--- config.mk ---
export PLATFORM = sky130hd
export DESIGN_NAME = hf_mode_sequencer
export DESIGN_NICKNAME = d
export VERILOG_FILES = /design/src/rtl/hf_mode_sequencer_pkg.sv /design/src/rtl/hf_mode_sequencer.sv
export SDC_FILE = /design/constraint.sdc
export NUM_CORES = 1
export LEC_CHECK = 0
export ABC_CLOCK_PERIOD_IN_PS = 2200
export BUFFER_PORTS_ARGS = -buffer_cell sky130_fd_sc_hd__buf_2
export CORE_UTILIZATION = 53
export CTS_BUF_LIST = sky130_fd_sc_hd__clkbuf_4 sky130_fd_sc_hd__clkbuf_8
export DETAILED_ROUTE_END_ITERATION = 10
export PLACE_DENSITY = 0.78
export SETUP_SLACK_MARGIN = 0.5
export SYNTH_ARGS = -nofsm -noshare
export SYNTH_HDL_FRONTEND = slang
export SYNTH_SLANG_ARGS = --single-unit
--- constraint.sdc ---
create_clock -name ck_1356meg -period 2.2 [get_ports ck_1356meg]
set_clock_uncertainty 0.15 [all_clocks]
set_input_delay 0.22 -clock ck_1356meg [delete_from_list [all_inputs] [get_ports ck_1356meg]]
set_output_delay 0.22 -clock ck_1356meg [all_outputs]
set_load 0.03 [all_outputs]
--- src/rtl/hf_mode_sequencer_pkg.sv ---
// Shared command opcodes, major-mode encodings and sequencer types for the
// HF mode sequencer.
package hf_mode_sequencer_pkg;

  localparam logic [3:0] FPGA_CMD_SET_CONFREG   = 4'h1;
  localparam logic [3:0] FPGA_CMD_TRACE_ENABLE  = 4'h2;

  localparam logic [2:0] FPGA_MAJOR_MODE_HF_READER_TX       = 3'd0;
  localparam logic [2:0] FPGA_MAJOR_MODE_HF_READER_RX_XCORR = 3'd1;
  localparam logic [2:0] FPGA_MAJOR_MODE_HF_SIMULATOR       = 3'd2;
  localparam logic [2:0] FPGA_MAJOR_MODE_HF_ISO14443A       = 3'd3;
  localparam logic [2:0] FPGA_MAJOR_MODE_HF_SNIFF           = 3'd4;
  localparam logic [2:0] FPGA_MAJOR_MODE_HF_GET_TRACE       = 3'd5;
  localparam logic [2:0] FPGA_MAJOR_MODE_OFF                = 3'd7;

  typedef enum logic [1:0] {
    ST_IDLE,
    ST_GATE,
    ST_SWITCH,
    ST_SETTLE
  } state_e;

  typedef struct packed {
    logic [2:0] major;
    logic [1:0] sub;
    logic [3:0] minor;
  } mode_cfg_t;

  function automatic mode_cfg_t cmd_to_cfg(input logic [15:0] cmd_word);
    mode_cfg_t cfg;
    cfg.major = cmd_word[8:6];
    cfg.sub   = cmd_word[5:4];
    cfg.minor = cmd_word[3:0];
    return cfg;
  endfunction

endpackage

--- src/rtl/hf_mode_sequencer.sv ---
// Sequences major-mode changes of the HF front end: coil driver is gated
// before the select changes and ADC samples are gated while the new mode settles.
module hf_mode_sequencer
  import hf_mode_sequencer_pkg::*;
#(
  parameter int unsigned GUARD_CYCLES  = 16,
  parameter int unsigned SETTLE_CYCLES = 64
) (
  input  logic        ck_1356meg,
  input  logic        reset,
  input  logic        cmd_valid,
  input  logic [15:0] cmd,
  output logic [2:0]  major_mode,
  output logic [3:0]  minor_mode,
  output logic [1:0]  subcarrier_frequency,
  output logic        trace_enable,
  output logic        drv_gate,
  output logic        adc_gate,
  output logic        busy,
  output logic        mode_done
);

  localparam logic [7:0] GUARD_LOAD  = 8'(GUARD_CYCLES - 1);
  localparam logic [7:0] SETTLE_LOAD = 8'(SETTLE_CYCLES - 1);

  state_e    r_state, w_state_nxt;
  logic [7:0] r_cnt, w_cnt_nxt;
  logic [2:0] r_major, w_major_nxt;
  logic [3:0] r_minor, w_minor_nxt;
  logic [1:0] r_sub, w_sub_nxt;
  logic       r_trace, w_trace_nxt;
  logic       r_drv, w_drv_nxt;
  logic       r_adc, w_adc_nxt;
  logic       r_busy, w_busy_nxt;
  logic       r_done, w_done_nxt;
  mode_cfg_t  r_pend, w_pend_nxt;
  logic       r_pend_valid, w_pend_valid_nxt;
  mode_cfg_t  r_tgt, w_tgt_nxt;

  logic      w_is_set, w_is_trace, w_req_valid, w_dispatch;
  mode_cfg_t w_cmd_cfg, w_req;
  logic      w_unused_cmd;

  assign w_is_set    = cmd_valid && (cmd[15:12] == FPGA_CMD_SET_CONFREG);
  assign w_is_trace  = cmd_valid && (cmd[15:12] == FPGA_CMD_TRACE_ENABLE);
  assign w_cmd_cfg   = cmd_to_cfg(cmd);
  // A command arriving on the decision cycle outranks the buffered one.
  assign w_req_valid = w_is_set || r_pend_valid;
  assign w_req       = w_is_set ? w_cmd_cfg : r_pend;
  assign w_unused_cmd = ^cmd[11:9];

  always_comb begin
    // NOTE: every variable gets a default first so no path can infer a latch.
    w_state_nxt      = r_state;
    w_cnt_nxt        = r_cnt;
    w_major_nxt      = r_major;
    w_minor_nxt      = r_minor;
    w_sub_nxt        = r_sub;
    w_trace_nxt      = r_trace;
    w_drv_nxt        = r_drv;
    w_adc_nxt        = r_adc;
    w_busy_nxt       = r_busy;
    w_done_nxt       = 1'b0;
    w_pend_nxt       = r_pend;
    w_pend_valid_nxt = r_pend_valid;
    w_tgt_nxt        = r_tgt;
    w_dispatch       = 1'b0;

    if (w_is_trace) w_trace_nxt = cmd[0];
    if (w_is_set && (r_state != ST_IDLE)) begin
      w_pend_nxt       = w_cmd_cfg;
      w_pend_valid_nxt = 1'b1;
    end

    unique case (r_state)
      ST_IDLE: w_dispatch = w_req_valid;
      ST_GATE: begin
        if (r_cnt == 8'd0) begin
          w_state_nxt = ST_SWITCH;
          w_major_nxt = r_tgt.major;
          w_minor_nxt = r_tgt.minor;
          w_sub_nxt   = r_tgt.sub;
          w_adc_nxt   = 1'b1;
        end else begin
          w_cnt_nxt = r_cnt - 8'd1;
        end
      end
      ST_SWITCH: begin
        w_state_nxt = ST_SETTLE;
        w_cnt_nxt   = SETTLE_LOAD;
        w_drv_nxt   = (r_major == FPGA_MAJOR_MODE_OFF);
      end
      ST_SETTLE: begin
        if (r_cnt != 8'd0) begin
          w_cnt_nxt = r_cnt - 8'd1;
        end else begin
          w_state_nxt = ST_IDLE;
          w_busy_nxt  = 1'b0;
          w_done_nxt  = 1'b1;
          w_adc_nxt   = (r_major == FPGA_MAJOR_MODE_OFF);
          w_dispatch  = w_req_valid;
        end
      end
      default: w_state_nxt = ST_IDLE;
    endcase

    // Same major applies in place; a different major (re)starts the guard.
    if (w_dispatch) begin
      w_pend_valid_nxt = 1'b0;
      if (w_req.major == r_major) begin
        w_minor_nxt = w_req.minor;
        w_sub_nxt   = w_req.sub;
      end else begin
        w_state_nxt = ST_GATE;
        w_tgt_nxt   = w_req;
        w_cnt_nxt   = GUARD_LOAD;
        w_drv_nxt   = 1'b1;
        w_busy_nxt  = 1'b1;
      end
    end
  end

  always_ff @(posedge ck_1356meg or posedge reset) begin
    if (reset) begin
      // NOTE: reset parks the front end in OFF with both gates closed.
      r_state      <= ST_IDLE;
      r_cnt        <= 8'd0;
      r_major      <= FPGA_MAJOR_MODE_OFF;
      r_minor      <= 4'd0;
      r_sub        <= 2'd0;
      r_trace      <= 1'b0;
      r_drv        <= 1'b1;
      r_adc        <= 1'b1;
      r_busy       <= 1'b0;
      r_done       <= 1'b0;
      r_pend       <= '0;
      r_pend_valid <= 1'b0;
      r_tgt        <= '0;
    end else begin
      // NOTE: non-blocking updates keep every register sampling pre-edge values.
      r_state      <= w_state_nxt;
      r_cnt        <= w_cnt_nxt;
      r_major      <= w_major_nxt;
      r_minor      <= w_minor_nxt;
      r_sub        <= w_sub_nxt;
      r_trace      <= w_trace_nxt;
      r_drv        <= w_drv_nxt;
      r_adc        <= w_adc_nxt;
      r_busy       <= w_busy_nxt;
      r_done       <= w_done_nxt;
      r_pend       <= w_pend_nxt;
      r_pend_valid <= w_pend_valid_nxt;
      r_tgt        <= w_tgt_nxt;
    end
  end

  assign major_mode           = r_major;
  assign minor_mode           = r_minor;
  assign subcarrier_frequency = r_sub;
  assign trace_enable         = r_trace;
  assign drv_gate             = r_drv;
  assign adc_gate             = r_adc;
  assign busy                 = r_busy;
  assign mode_done            = r_done;

endmodule

Word level (Yosys, flattened, before mapping). Index checks and enable logic that the tools add are counted.

Output and inout bits: 14. Bits in latches: 0. Memories kept: 0. Bits in writable memories: 0. ROM bits: 0. Word-level logic and storage cells: 76. Bits in registers: 43.

Add/sub/neg operators: 1. Bitwise logic cells: 1. Reductions and logical operators: 13. Shift operators: 0. Div/mod/pow operators: 0. Magnitude comparators: 0. Multiplexer cells: 35. Multiply operators: 0. Eq/ne operators: 9.

Operators by type and width (count): $mux 8 (4); $pmux 8 s3 (1); $mux 2 (8); $mux 4 (4); $mux 1 (14); $mux 9 (1); $logic_not 8->1 (1); $reduce_bool 8->1 (1); $sub 8x1->8 const B (1); $pmux 2 s3 (1); $reduce_bool 2->1 (3); $eq 2x2->1 const B (2); $eq 4x1->1 const B (1); $eq 4x2->1 const B (1); $ne 2x2->1 const B (2); $pmux 1 s2 (2); $reduce_and 2->1 (2); $eq 3x3->1 (1); $eq 3x3->1 const B (1); $logic_and 1x1->1 (3); $reduce_and 3->1 (1); $eq 2x1->1 const B (1); $logic_not 2->1 (1); $logic_or 1x1->1 (1); $not 1->1 (1).

Depth between registers and ports, before layout.
Depth in word-level cells: 6. Gate-level depth with buffers: 8. Gate-level depth less buffers: 7.

Worst setup path before layout. Ideal clock, no wire load.

Path kind: flip-flop to flip-flop. Start: reg r_cnt[0]. End: reg r_minor[0], in the netlist minor_mode[0]. Path slack: 0.055 ns. Stages on the path, launching flop included: 8. Data required time: 1.971 ns. Library setup time: 0.079 ns. Arrival time: 1.915 ns. Period minus slack after synthesis: 2.145 ns. Cell sequence: dfrtp_1 -> inv_1 -> ha_1 -> nor4b_2 -> a31oi_1 -> nor3_2 -> nor4b_4 -> mux2i_1.

Cells in the longest elaborated chain, start to end: 5. Elaborated cells between the ends (all ways): 8. Those cells by class: 6 x mux; 2 x reduce/logical.

RTL lines: start: declaration (line hf_mode_sequencer.sv:27) `logic [7:0] r_cnt, w_cnt_nxt;`; start signal: assignment (line hf_mode_sequencer.sv:142) `r_cnt <= w_cnt_nxt;`; $logic_not 8->1 (line hf_mode_sequencer.sv:78) `if (r_cnt == 8'd0) begin`; $mux 4 (line hf_mode_sequencer.sv:78); $mux 4 (line hf_mode_sequencer.sv:75) `unique case (r_state)`; $mux 4 (line hf_mode_sequencer.sv:110) `if (w_req.major == r_major) begin`; $mux 4 (*) (line hf_mode_sequencer.sv:108) `if (w_dispatch) begin`; net w_minor_nxt[0] (line hf_mode_sequencer.sv:29) `logic [3:0] r_minor, w_minor_nxt;`; end signal: assignment (line hf_mode_sequencer.sv:144) `r_minor <= w_minor_nxt;`; end: declaration (line hf_mode_sequencer.sv:29).

The timed path passes the listed nets; every way through them passes the cells marked *. A chain may end at the register's enable or synchronous reset.

Final worst setup path.
Start: reg r_cnt[0]. End: reg r_tgt[7] (netlist bit).

Cells in the longest elaborated chain, start to end: 4.

RTL lines: $reduce_bool 8->1 (line hf_mode_sequencer.sv:94) `if (r_cnt != 8'd0) begin`; $mux 1 (line hf_mode_sequencer.sv:94); $pmux 1 s2 (line hf_mode_sequencer.sv:75); $reduce_and 2->1 (no source line); end signal: assignment (line hf_mode_sequencer.sv:153) `r_tgt <= w_tgt_nxt;`; end: declaration (line hf_mode_sequencer.sv:38) `mode_cfg_t r_tgt, w_tgt_nxt;`.

Every way passes these cells.

==> results.md <==
- H-tree Lvls: 2
- Sw power: between 1.5 and 2 mW
- Syn Std Cell Area: around 2300 sq um
- CP Cell Sequence: inv_2, ha_4, nor4b_4, a31oi_2, nor3_2, o31ai_2, buf_4, mux2_4
- Final ANT Viol Nets: 0
- Final setup TNS: 0 ns
- Nets: around 290
- Root buf cell: clkbuf_8
- Slowest CP cell: dfrtp_1
- Static Leakage: 1.53 nW
- Total of max-cap violations: 0
- WL final: 5.13 mm
- Worst hold stages: 2
- Final std cells w/o fill: between 300 and 400
- Depth of the most critical reg-to-reg path: 8
- R2R Path Start: r_cnt[0]
- CP Launch Type: register
- Setup violations, final: 0
- Iteration-0 DRC count of the detailed router: 84
- Hold Vio Cnt, Final: 0
- WL per Instance: between 15 and 20 um
- Worst Min Path Start: cmd[2]
- Vias in the first global route: between 1,500 and 2,000
- Vias: 1,811
- Largest net degree at the start of global routing: 44
- Critical Path AT: around 2.1 ns
- Commonest register cell after synthesis: dfrtp_1
- Switching share of total power: between 30% and 40%
- VDD IR max: 680 uV
- Initial core utilization: between 50% and 60%
- # IOs: 33
- Flop-to-flop setup slack: ~0.15 ns
- HPWL after DPL: just over 3 mm
- Crit-path leading delay family: simple AND/OR/NAND/NOR gates
- Die footprint: between 4000 and 5000 sq um
- Reg clk slew, reported paths: approximately 0.090 ns
- Dominant cells by area after synthesis: dfrtp_1, mux2i_1, mux2_2
- Cell Int Power: 2.44 mW
- Hold path endpoint: r_pend[2]
- PortBufs: 29
- Status: finished, final reports clean
- Synth unique cells: 45
- Unrepaired setup endpoints after global routing: yes
- Crit end category: register
- Tmin final: between 2 and 2.5 ns
- RR Endpoint: r_tgt[7]
- Worst path max stage delay: between 0.3 and 0.4 ns
- DR vias/cell: ~5.6
- Later-pin clock latency in the skew report: approximately 0.3 ns
- Post-synth EDFFs: 0
- GRT Overall Usage: a little under a quarter
- FFs w/ async S/R, synth: 100%
- Hold Path Class: in -> reg
- Max-slew headroom: approximately 64%
- Global route total overflow: 0
- CP max FO: 4
- # fillers: approximately 260
- Antenna diode count: 0
- Req. time, crit path: 2.24 ns
- Placer's final routability congestion estimate: between 0.8 and 0.9
- Crit path depth: 8
- Syn Nets: 226
- Sequential element share of the synthesized area: between 40 and 50%
- Placement row count: 23
- Share of cells above drive strength 1: between 40% and 50%
- CTS tree: built
- FF+latch count, synth: 43
- Fmax: between 400 and 500 MHz
- Pwr dens: roughly 1300 nW/um^2
- Placed insts: 290
- Critical path class: reg -> reg
- Warnings, synthesis: 0
- Share of the synthesized area in the top cell type: between 40% and 50%
- # DRC: 0
- Logic pwr share: 52.7%
- Die height: roughly 68 um
- Sequential group share of total power: 34.3%
- Cells after Synth: approximately 200
- Post-synth top area cell: dfrtp_1
- Clock sinks: between 40 and 50
- Number of buffers created by CTS: 5
- Core area: between 4000 and 5000 sq um
- Drt pass-1 iters: 4
- Layout overhead on the synthesized area: 36.2%
- Clock Path Buffers: 2
- Measured slew at the worst slew-check pin: 0.538 ns
- Avg Cell Area, Syn: ~11 sq um
- First-pass GRT wire length: just under 8 mm
- Clock share of power: 13.1%
- Tcrit/Tclk final: roughly 93%
- Max Slew Vio Count: 0
- Horiz. Die Dim: roughly 68 um
- Initial antenna violation count: 0
- Crit path buffers/inverters: 2
-- logic make-up after synthesis --
| logic type | count (synthesis) | synth area share (%) |
|---|---|---|
| adder cells (fa/ha/maj) | 5 | 2.74 |
| AO/OA/AOI/OAI | 31 | 8.83 |
| XOR/XNOR | 3 | 1.15 |
| multiplexers | 43 | 19.9 |
| buffers and inverters | 19 | 3.62 |
| flip-flops | 43 | 47.4 |
| AND/OR/NAND/NOR | 58 | 16.3 |
-- metrics by stage --
step / instance area, sq um / util, % / power, mW / hold WS [ns] / setup slack, ns
finish: 3110 / 76.6 / 4.02 / 0.0167 / 0.150
floorplan: 2330 / - / 2.51 / 0.220 / 0.111
global placement: 2620 / 64.6 / 2.89 / 0.235 / 0.0686
global route: 3110 / 76.6 / 4.29 / 0.0122 / 0.000201
detailed placement: 2620 / 64.6 / 2.94 / 0.234 / 0.0369
CTS: 2940 / 72.5 / 3.77 / 0.0114 / 0.0907
-- per-layer routing --
layer  GRT usage, %  share of wire (%)  vias up
met2           37.7                 50       33
met3           4.90                3.1        9
met5              0                  0        -
met4           8.51                1.8        0
li1               -                  -      862
met1           30.0                 45      907
-- placed cells by master (no fill, tap or decap), types with 3 or more instances in the layout --
cell type / n
inv_2: 3
buf_2: 29
ha_1: 3
nor2b_1: 8
mux2i_1: 24
dfstp_2: 5
clkbuf_8: 5
nor3_1: 5
buf_12: 4
o22ai_1: 6
nand4b_1: 6
nor2_1: 6
a21oi_1: 7
inv_1: 9
buf_4: 28
nand2_2: 5
mux2_4: 11
nand2_1: 5
dfrtp_1: 37
nand3_1: 3
buf_6: 3
mux2_2: 8
-- cell type report --
cell class | instances | area, sq um | area share, %
clock buffers | 5 | 68.8 | 2.21
well taps | 50 | 62.6 | 2.01
flip-flops and latches | 43 | 1080 | 34.8
repair buffers | 67 | 532 | 17.1
clock inverters | 3 | 23.8 | 0.765
multi-input cells | 140 | 1290 | 41.4
inverters | 13 | 51.3 | 1.65
-- cells in the mapped netlist (5+ instances only) --
master / count
dfstp_2: 5
nand2_1: 10
mux2_2: 17
o21ai_0: 5
dfrtp_1: 38
nor2b_1: 8
mux2i_1: 24
nor2_1: 6
nor3_1: 5
ha_1: 5
nand4b_1: 6
a21oi_1: 8
o22ai_1: 6
inv_1: 13
-- what timing repair did --
| item | in CTS | in global routing |
|---|---|---|
| hold endpoints to repair | 38 | 0 |
| hold buffers | 1 | 0 |
| setup buffers | 13 | 7 |
| setup endpoints to repair | 41 | 40 |
| gates resized for setup | 26 | 21 |
| pin swaps | 4 | 6 |
| gates cloned | 1 | 1 |
-- power by group through the flow --
| stage | Sequential, mW | Combinational, mW | Clock (mW) |
|---|---|---|---|
| final | 1.38 | 2.12 | 0.526 |
| after global routing | 1.42 | 2.30 | 0.572 |
| after CTS | 1.36 | 1.88 | 0.533 |
| after detailed placement | 1.38 | 1.57 | 0 |
| after global placement | 1.36 | 1.53 | 0 |
| after floorplan | 1.49 | 1.01 | 0 |
-- how the worst max path moves through the flow --
stage,from,to,slack [ns]
after global routing,r_cnt[0],minor_mode[0],0.0002
after global placement,cmd[15],r_tgt[8],0.07
after floorplan,major_mode[2],r_tgt[6],0.11
after detailed placement,cmd[15],r_tgt[7],0.04
after CTS,r_cnt[0],r_tgt[6],0.09
final,r_cnt[0],r_tgt[7],0.15
-- registers in the layout, indices dropped and copies added (netlist names), 2 cells and up --
name / cells
r_cnt: 8
r_pend: 9
r_state: 2
major_mode: 3
minor_mode: 4
subcarrier_frequency: 2
r_tgt: 9
Power figures use the tool's default switching activity.
